$ cat config.mk
export PLATFORM = sky130hd
export DESIGN_NAME = seg7_scan_driver
export DESIGN_NICKNAME = d
export VERILOG_FILES = /design/src/rtl/seg7_scan_driver.sv
export SDC_FILE = /design/constraint.sdc
export NUM_CORES = 1
export LEC_CHECK = 0
export CAP_MARGIN = 20
export CORE_MARGIN = 2
export CORE_UTILIZATION = 39
export DETAILED_ROUTE_END_ITERATION = 8
export GPL_TIMING_DRIVEN = 1
export HOLD_SLACK_MARGIN = 0.02
export RECOVER_POWER = 100
export SLEW_MARGIN = 30
export SYNTH_ARGS = -nofsm -noshare
export SYNTH_HDL_FRONTEND = slang
export SYNTH_SLANG_ARGS = --single-unit
$ cat constraint.sdc
create_clock -name clk -period 4.9 [get_ports clk]
set_input_delay 0.735 -clock clk [delete_from_list [all_inputs] [get_ports clk]]
set_output_delay 0.735 -clock clk [all_outputs]
set_load 0.01 [all_outputs]
$ cat src/rtl/seg7_scan_driver.sv
// seg7_scan_driver: time-multiplexed 7-segment driver for a bank of DIGITS
// digits on one shared segment bus. Loaded data is double-buffered and is
// moved to the display only when the scan index wraps, so a frame never
// shows a mix of old and new digits.
module seg7_scan_driver #(
  parameter int DIGITS      = 4,
  parameter int REFRESH_DIV = 50000,
  parameter int CNT_W       = 16
) (
  input  logic                  clk,
  input  logic                  rst,
  input  logic                  com,
  input  logic                  enb,
  input  logic                  lzb,
  input  logic                  ld,
  input  logic [4*DIGITS-1:0]   dat_in,
  input  logic [DIGITS-1:0]     dp_in,
  output logic [6:0]            seg,
  output logic                  dp,
  output logic [DIGITS-1:0]     an,
  output logic                  upd_pend,
  output logic                  frame_done
);

  localparam int IDX_W = (DIGITS > 1) ? $clog2(DIGITS) : 1;
  localparam logic [CNT_W-1:0] LAST_CNT = CNT_W'(REFRESH_DIV - 1);
  localparam logic [IDX_W-1:0] LAST_IDX = IDX_W'(DIGITS - 1);

  logic [CNT_W-1:0]    r_presc;
  logic [IDX_W-1:0]    r_idx;
  logic [4*DIGITS-1:0] r_act_dat, r_sh_dat;
  logic [DIGITS-1:0]   r_act_dp, r_sh_dp;
  logic                r_pend;
  logic                r_frame_done;
  logic [6:0]          r_seg;
  logic                r_dp;
  logic [DIGITS-1:0]   r_an;

  logic                w_tick;
  logic                w_wrap;
  logic [3:0]          w_nib;
  logic                w_dpbit;
  logic                w_blank;
  logic [DIGITS-1:0]   w_zero_from;
  logic [DIGITS-1:0]   w_onehot;
  logic [6:0]          w_seg_n;
  logic                w_dp_n;
  logic [DIGITS-1:0]   w_an_n;

  assign w_tick = (r_presc == LAST_CNT);
  assign w_wrap = w_tick && (r_idx == LAST_IDX);

  // Active-low segment pattern for one hex nibble.
  function automatic logic [6:0] f_decode(input logic [3:0] n);
    case (n)
      4'h0: f_decode = 7'h40;
      4'h1: f_decode = 7'h79;
      4'h2: f_decode = 7'h24;
      4'h3: f_decode = 7'h30;
      4'h4: f_decode = 7'h19;
      4'h5: f_decode = 7'h12;
      4'h6: f_decode = 7'h02;
      4'h7: f_decode = 7'h78;
      4'h8: f_decode = 7'h00;
      4'h9: f_decode = 7'h10;
      4'hA: f_decode = 7'h08;
      4'hB: f_decode = 7'h03;
      4'hC: f_decode = 7'h46;
      4'hD: f_decode = 7'h21;
      4'hE: f_decode = 7'h06;
      default: f_decode = 7'h0E;
    endcase
  endfunction

  // Prescaler: counts 0..REFRESH_DIV-1, tick on the last count.
  always_ff @(posedge clk) begin
    if (rst || w_tick) r_presc <= '0;
    else               r_presc <= r_presc + 1'b1;
  end

  // Digit index: advances per tick, wraps DIGITS-1 -> 0.
  always_ff @(posedge clk) begin
    if (rst)         r_idx <= '0;
    else if (w_wrap) r_idx <= '0;
    else if (w_tick) r_idx <= r_idx + 1'b1;
  end

  // Shadow/active double buffer; a load on the wrap tick still lands in
  // shadow while the older shadow content moves to active.
  always_ff @(posedge clk) begin
    if (rst) begin
      r_act_dat    <= '0;
      r_act_dp     <= '0;
      r_sh_dat     <= '0;
      r_sh_dp      <= '0;
      r_pend       <= 1'b0;
      r_frame_done <= 1'b0;
    end else begin
      if (w_wrap && r_pend) begin
        r_act_dat <= r_sh_dat;
        r_act_dp  <= r_sh_dp;
      end
      if (ld) begin
        r_sh_dat <= dat_in;
        r_sh_dp  <= dp_in;
      end
      r_pend       <= ld ? 1'b1 : (w_wrap ? 1'b0 : r_pend);
      r_frame_done <= w_wrap;
    end
  end

  // Select the current digit and work out leading-zero blanking.
  always_comb begin
    w_nib       = '0;
    w_dpbit     = 1'b0;
    w_blank     = 1'b0;
    w_onehot    = '0;
    w_zero_from = '0;
    for (int unsigned k = 0; k < DIGITS; k++) begin
      if (k == 0)
        w_zero_from[DIGITS-1] = (r_act_dat[4*(DIGITS-1) +: 4] == 4'h0);
      else
        w_zero_from[DIGITS-1-k] = w_zero_from[DIGITS-k] &&
                                  (r_act_dat[4*(DIGITS-1-k) +: 4] == 4'h0);
    end
    for (int unsigned i = 0; i < DIGITS; i++) begin
      if (IDX_W'(i) == r_idx) begin
        w_nib       = r_act_dat[4*i +: 4];
        w_dpbit     = r_act_dp[i];
        w_blank     = lzb && (i != 0) && w_zero_from[i];
        w_onehot[i] = 1'b1;
      end
    end
  end

  // Build the active-low output image, honouring enable.
  always_comb begin
    w_seg_n = '1;
    w_dp_n  = 1'b1;
    w_an_n  = '1;
    if (enb) begin
      w_seg_n = w_blank ? 7'h7F : f_decode(w_nib);
      w_dp_n  = ~w_dpbit;
      w_an_n  = ~w_onehot;
    end
  end

  // Output register with polarity applied; reset shows the blank pattern.
  always_ff @(posedge clk) begin
    if (rst) begin
      r_seg <= com ? '1 : '0;
      r_dp  <= com;
      r_an  <= com ? '1 : '0;
    end else begin
      r_seg <= com ? w_seg_n : ~w_seg_n;
      r_dp  <= com ? w_dp_n  : ~w_dp_n;
      r_an  <= com ? w_an_n  : ~w_an_n;
    end
  end

  assign seg        = r_seg;
  assign dp         = r_dp;
  assign an         = r_an;
  assign upd_pend   = r_pend;
  assign frame_done = r_frame_done;

endmodule

After elaboration in Yosys (flattened, before gate mapping) --
Memory sizes are Yosys's and may differ from the RTL's. Index checks and enable logic that the tools add are counted.
Word-level totals: output and inout bits 14, input bits 26, ROM bits 112, flip-flop bits (word level) 72, memories kept 1, logic and storage cells 67
Cells by class: mux-type cells 29, reductions and logical operators 14, equality and inequality tests 5, bitwise gates (word level) 5, $add $sub $neg 2
Memories:
- (name not given) | depth 16, width 7, rd ports 1, clocked after Yosys merged registers in 0, write ports 0, line 55 | case (n)
Operator list (count):
- $mux W7 | 5
- $mux W4 | 8
- $add A16 B1 Y16 const B | 1
- $eq A16 B16 Y1 const B | 1
- $mux W1 | 16
- $logic_not A4 Y1 | 3
- $not A4 Y4 | 2
- $logic_and A1 B1 Y1 | 7
- $not A7 Y7 | 1
- $eq A2 B2 Y1 const A | 2
- $add A2 B1 Y2 const B | 1
- $eq A1 B2 Y1 const A | 1
- $eq A2 B2 Y1 const B | 1
- $logic_not A2 Y1 | 1
- $not A1 Y1 | 2
- $reduce_bool A2 Y1 | 1
- $reduce_or A2 Y1 | 1
- $logic_or A1 B1 Y1 | 1

Logic depth before layout (Yosys ltp) --
depth after elaboration 12, mapped depth 12, mapped depth without buffers 11

Worst setup path before layout --
No wires, ideal clock.
path type flip-flop to flip-flop, from reg r_idx[0], to reg r_seg[6] (netlist: seg[6]), arrival 2.281 ns, stages on the path, launching flop included 13, slack 2.548 ns, period minus slack after synthesis 2.352 ns, data required time 4.828 ns, setup time 0.072 ns, cells stage by stage dfxtp_1 > inv_1 > ha_1 > clkbuf_8 > or3b_2 > o21ai_0 > a31oi_1 > inv_1 > ha_1 > mux2i_1 > nor2_1 > a311oi_1 > xor2_1
On the way: word-level cells in the longest chain between the ends 11, elaborated cells between the ends (all ways) 17
Ends and longest elaborated chain:
- start: declaration | line 30 | logic [IDX_W-1:0] r_idx;
- start signal: assignment | line 85 | else if (w_tick) r_idx <= r_idx + 1'b1;
- $logic_not A2 Y1 | line 127 | if (IDX_W'(i) == r_idx) begin
- $mux W4 (4 in a row) | line 127
- $mem_v2 Z16 W7
- $mux W7 * | line 142 | w_seg_n = w_blank ? 7'h7F : f_decode(w_nib);
- $mux W7 * | line 141 | if (enb) begin
- $not A7 Y7 | line 155 | r_seg <= com ? w_seg_n : ~w_seg_n;
- $mux W7 * | line 155
- $mux W7 * | line 150 | if (rst) begin
- end signal: assignment | line 151 | r_seg <= com ? '1 : '0;
- end signal: assignment | line 155
- end: declaration | line 35 | logic [6:0] r_seg;
Every way passes the cells marked *; elsewhere a longest branch is shown, timed or not. A chain may end at the register's enable or synchronous reset.

Worst setup path in the final report --
from in rst, to reg r_seg[2] (netlist: seg[2])
On the way: word-level cells in the longest chain between the ends 1
Ends and longest elaborated chain:
- start: declaration | line 11 | input logic rst,
- $mux W7 | line 150
No other way between the ends.

==> flow_metrics.py <==
metrics = {
    "run_status": {
        "status": "finished with violations",
        "violations": "capacitance limit, slew limit",
    },
    "critical_path": {
        "slowest_delay_ps": 1400,
        "cp-start-kind": "input port",
        "r2r-start": "r_idx[0]$_SDFFE_PP0N_",
        "endpoint": "seg[2]$_DFF_P_",
        "end_kind": "register",
        "crit_buf_inv": 2,
        "timing.rr.end": "seg[6]$_DFF_P_",
        "cp_slowest_cell": "clkbuf_1",
        "path_delay_family": "buffers and inverters",
        "reg2regPathDepth": 10,
        "r2r_slack_ps": 2050,
        "critPathLaunch": "rst",
        "worst-path-stages": 6,
        "cp_data_required_time_ps": 5100,
        "path_class": "input port to register",
        "crit_chain": "dlygate4sd3_1 -> clkbuf_1 -> nor2b_1 -> o21ai_0 -> a221oi_1 -> xor2_1",
        "critPathMaxFanout": 46,
        "crit_arrival_ps": 3820,
    },
    "die": {
        "core_mm2": 0.00813,
        "die_area_mm2": 0.00907,
        "boundaryPins": 40,
        "fp.dieW_um": 95.2,
        "start_util_pct": 39.9,
        "dieHeight_um": 95.2,
        "rows": 33,
    },
    "clocking": {
        "postCtsResizedCells": 0,
        "cts_tree": "yes",
        "numCtsBuffers": 9,
        "clk_latency_ps": 330,
        "postCtsSetupRepairBufs": 0,
        "ctsRootBufferMaster": "clkbuf_8",
        "clock_path_buffers": 2,
        "clock_sinks": 72,
        "htreeDepth": 3,
        "clk_pin_slew_ps": 70,
        "holdBufCountCts": 0,
    },
    "placement": {
        "port_buffers": 39,
        "place_inst": 490,
        "gp_congestion": 0.865,
        "dp.final_hpwl_mm": 4.46,
        "place_area_mm2": 0.00366,
    },
    "grt": {
        "grt_usage_pct": 15.2,
        "grt_max_degree": 47,
        "antenna_found_initial": 0,
        "grt_pass1_wl_mm": 10.8,
        "grt_pass1_vias": 2298,
        "grt_overflow_total": 0,
    },
    "sta": {
        "post-route-min-period_ps": 3620,
        "fin_setup_tns_ps": 0,
        "rsz0062_at_grt": "no",
        "worst_pin_slew_ps": 1950,
        "final-max-slew-violation-count": 47,
        "setup_viol": 0,
        "hold_viol_final": 0,
        "relSlewSlack_pct": -30.1,
        "period_share_pct": 73.9,
        "max_freq_mhz": 276,
        "finClkSkew_ps": 6.29,
    },
    "yosys": {
        "avgSynthCellArea_um2": 8.87,
        "yosys_warnings": 0,
        "synth_edf_count": 0,
        "async_reset_ff_share_pct": 0,
        "synth_seq_area_share_pct": 44.4,
        "netlist_area_mm2": 0.00325,
        "ys_seq_elements": 72,
        "syn_nets": 403,
        "synthDistinctLibCells": 47,
        "synth_ff_type": "dfxtp_1",
        "syn_inst": 366,
    },
    "flow_run": {
        "max-cap-violations": 1,
    },
    "power": {
        "p_leak_uw": 0.00144,
        "peakVddDrop_uv": 188,
        "power.density_mw_per_mm2": 303,
    },
    "routing": {
        "first_iter_violations": 105,
        "wl_mm": 6.26,
        "wire_per_inst_um": 12.4,
        "ant_nets": 0,
        "num_vias": 2443,
        "drtPass1Iterations": 4,
        "drc_errors": 0,
        "via_per_inst": 4.83,
    },
    "layout": {
        "post-route-util_pct": 47.3,
        "antenna_cells": 0,
        "fin_nets": 433,
        "instances_no_fill": 506,
        "seq_area_mm2": 0.00144,
        "fillers": 792,
        "drive_above_1_share_pct": 6.73,
        "final_design_area_no_fill_mm2": 0.00384,
        "area_delta_synth_final_pct": 18.4,
        "multi_input_area_mm2": 0.00166,
    },
    "min_path": {
        "hold_class": "register to register",
        "whs_path_depth": 2,
    },
}
[layout make-up]
class	count	share of cell area, %
clock buffers	13	4.13
clock inverters	3	1.04
inverters	7	0.683
multi-input cells	266	43.1
flip-flops and latches	72	37.5
well taps	105	3.42
repair buffers	40	10.1
[cells by family (layout without fill, tap and decap cells)]
group	count (synthesis)	count (layout)	share of synthesized area [%]
buffers and inverters	28	63	4.35
adders and majority gates	11	11	4.24
AOI/OAI and AO/OA	49	49	9.90
and+or+nand+nor	155	155	22.4
xor gates and xnor gates	26	26	7.01
muxes	25	25	7.71
DFF	72	72	44.4
[worst min path at each step]
stage	startpoint	to	slack (ps)
6_report	r_sh_dat[10]$_SDFFE_PP0P_	r_act_dat[10]$_SDFFE_PP0P_	460
5_1_grt	r_sh_dat[3]$_SDFFE_PP0P_	r_act_dat[3]$_SDFFE_PP0P_	480
4_1_cts	r_sh_dat[3]$_SDFFE_PP0P_	r_act_dat[3]$_SDFFE_PP0P_	460
3_5_place_dp	r_act_dp[2]$_SDFFE_PP0P_	r_act_dp[2]$_SDFFE_PP0P_	450
3_3_place_gp	r_sh_dp[1]$_SDFFE_PP0P_	r_act_dp[1]$_SDFFE_PP0P_	440
2_1_floorplan	r_presc[0]$_SDFF_PP0_	r_presc[0]$_SDFF_PP0_	430
[through the flow]
stage	total power, µW	setup slack, ps	hold WS (ps)
2_1_floorplan	672	2550	430
3_3_place_gp	716	2230	444
3_5_place_dp	717	2040	448
4_1_cts	1180	2030	459
5_1_grt	1220	948	476
6_report	1160	1280	458
[state kept, by name (all words and copies together), names as in the netlist]
signal and count:
an 4, dp 1, frame_done 1, r_act_dat 16, r_act_dp 4, r_idx 2
r_presc 16, r_sh_dat 16, r_sh_dp 4, seg 7, upd_pend 1
[power by group]
part / internal [µW] / leakage (µW) / switching (µW) / total, µW
sequential: 606 / 0.000589 / 9.50 / 616
clock: 262 / 0.000103 / 204 / 466
combinational: 46.4 / 0.000743 / 35.6 / 82.0
[layer usage]
metal	vias up	part of all wire, %	global-route usage [%]
met5	-	0	0
li1	1285	-	-
met4	0	2.0	7.37
met2	37	43	22.9
met1	1112	52	20.7
met3	9	3.2	3.08
[cell usage after synthesis (3+ instances only)]
library cell,count,area (µm²)
o21ai_1,3,15.0
nor3_1,6,30.0
mux2i_1,25,250
xnor2_1,14,123
xor2_1,12,105
and3_1,3,18.8
nor4_1,3,18.8
o21ai_0,5,25.0
a21oi_1,26,130
ha_1,11,138
nand3b_1,5,37.5
nand2_1,57,214
nand3_1,10,50.1
dfxtp_1,72,1440
buf_2,7,35.0
nor2_1,52,195
inv_1,7,26.3
a31oi_1,3,18.8
clkbuf_1,9,33.8
[worst reg2reg max path: cells and delay by family, from the launching register on]
family,cells,cell delay [ps]
XOR/XNOR,1,170
multiplexers,2,310
AND/OR/NAND/NOR,1,60
buffers and inverters,2,380
AO/OA/AOI/OAI,2,650
flip-flops,1,410
adder cells (fa/ha/maj),2,800
[layout by cell type (no fill, tap or decap), drive strengths merged, types with 6 or more instances in the layout]
cell type / count
a21oi: 26
clkbuf: 14
clkdlybuf4s50: 23
dfxtp: 72
dlygate4sd3: 15
ha: 11
inv: 7
mux2i: 25
nand2: 57
nand3: 10
nand3b: 6
nor2: 54
nor3: 6
o21ai: 8
xnor2: 14
xor2: 12
Power figures use the tool's default switching activity.
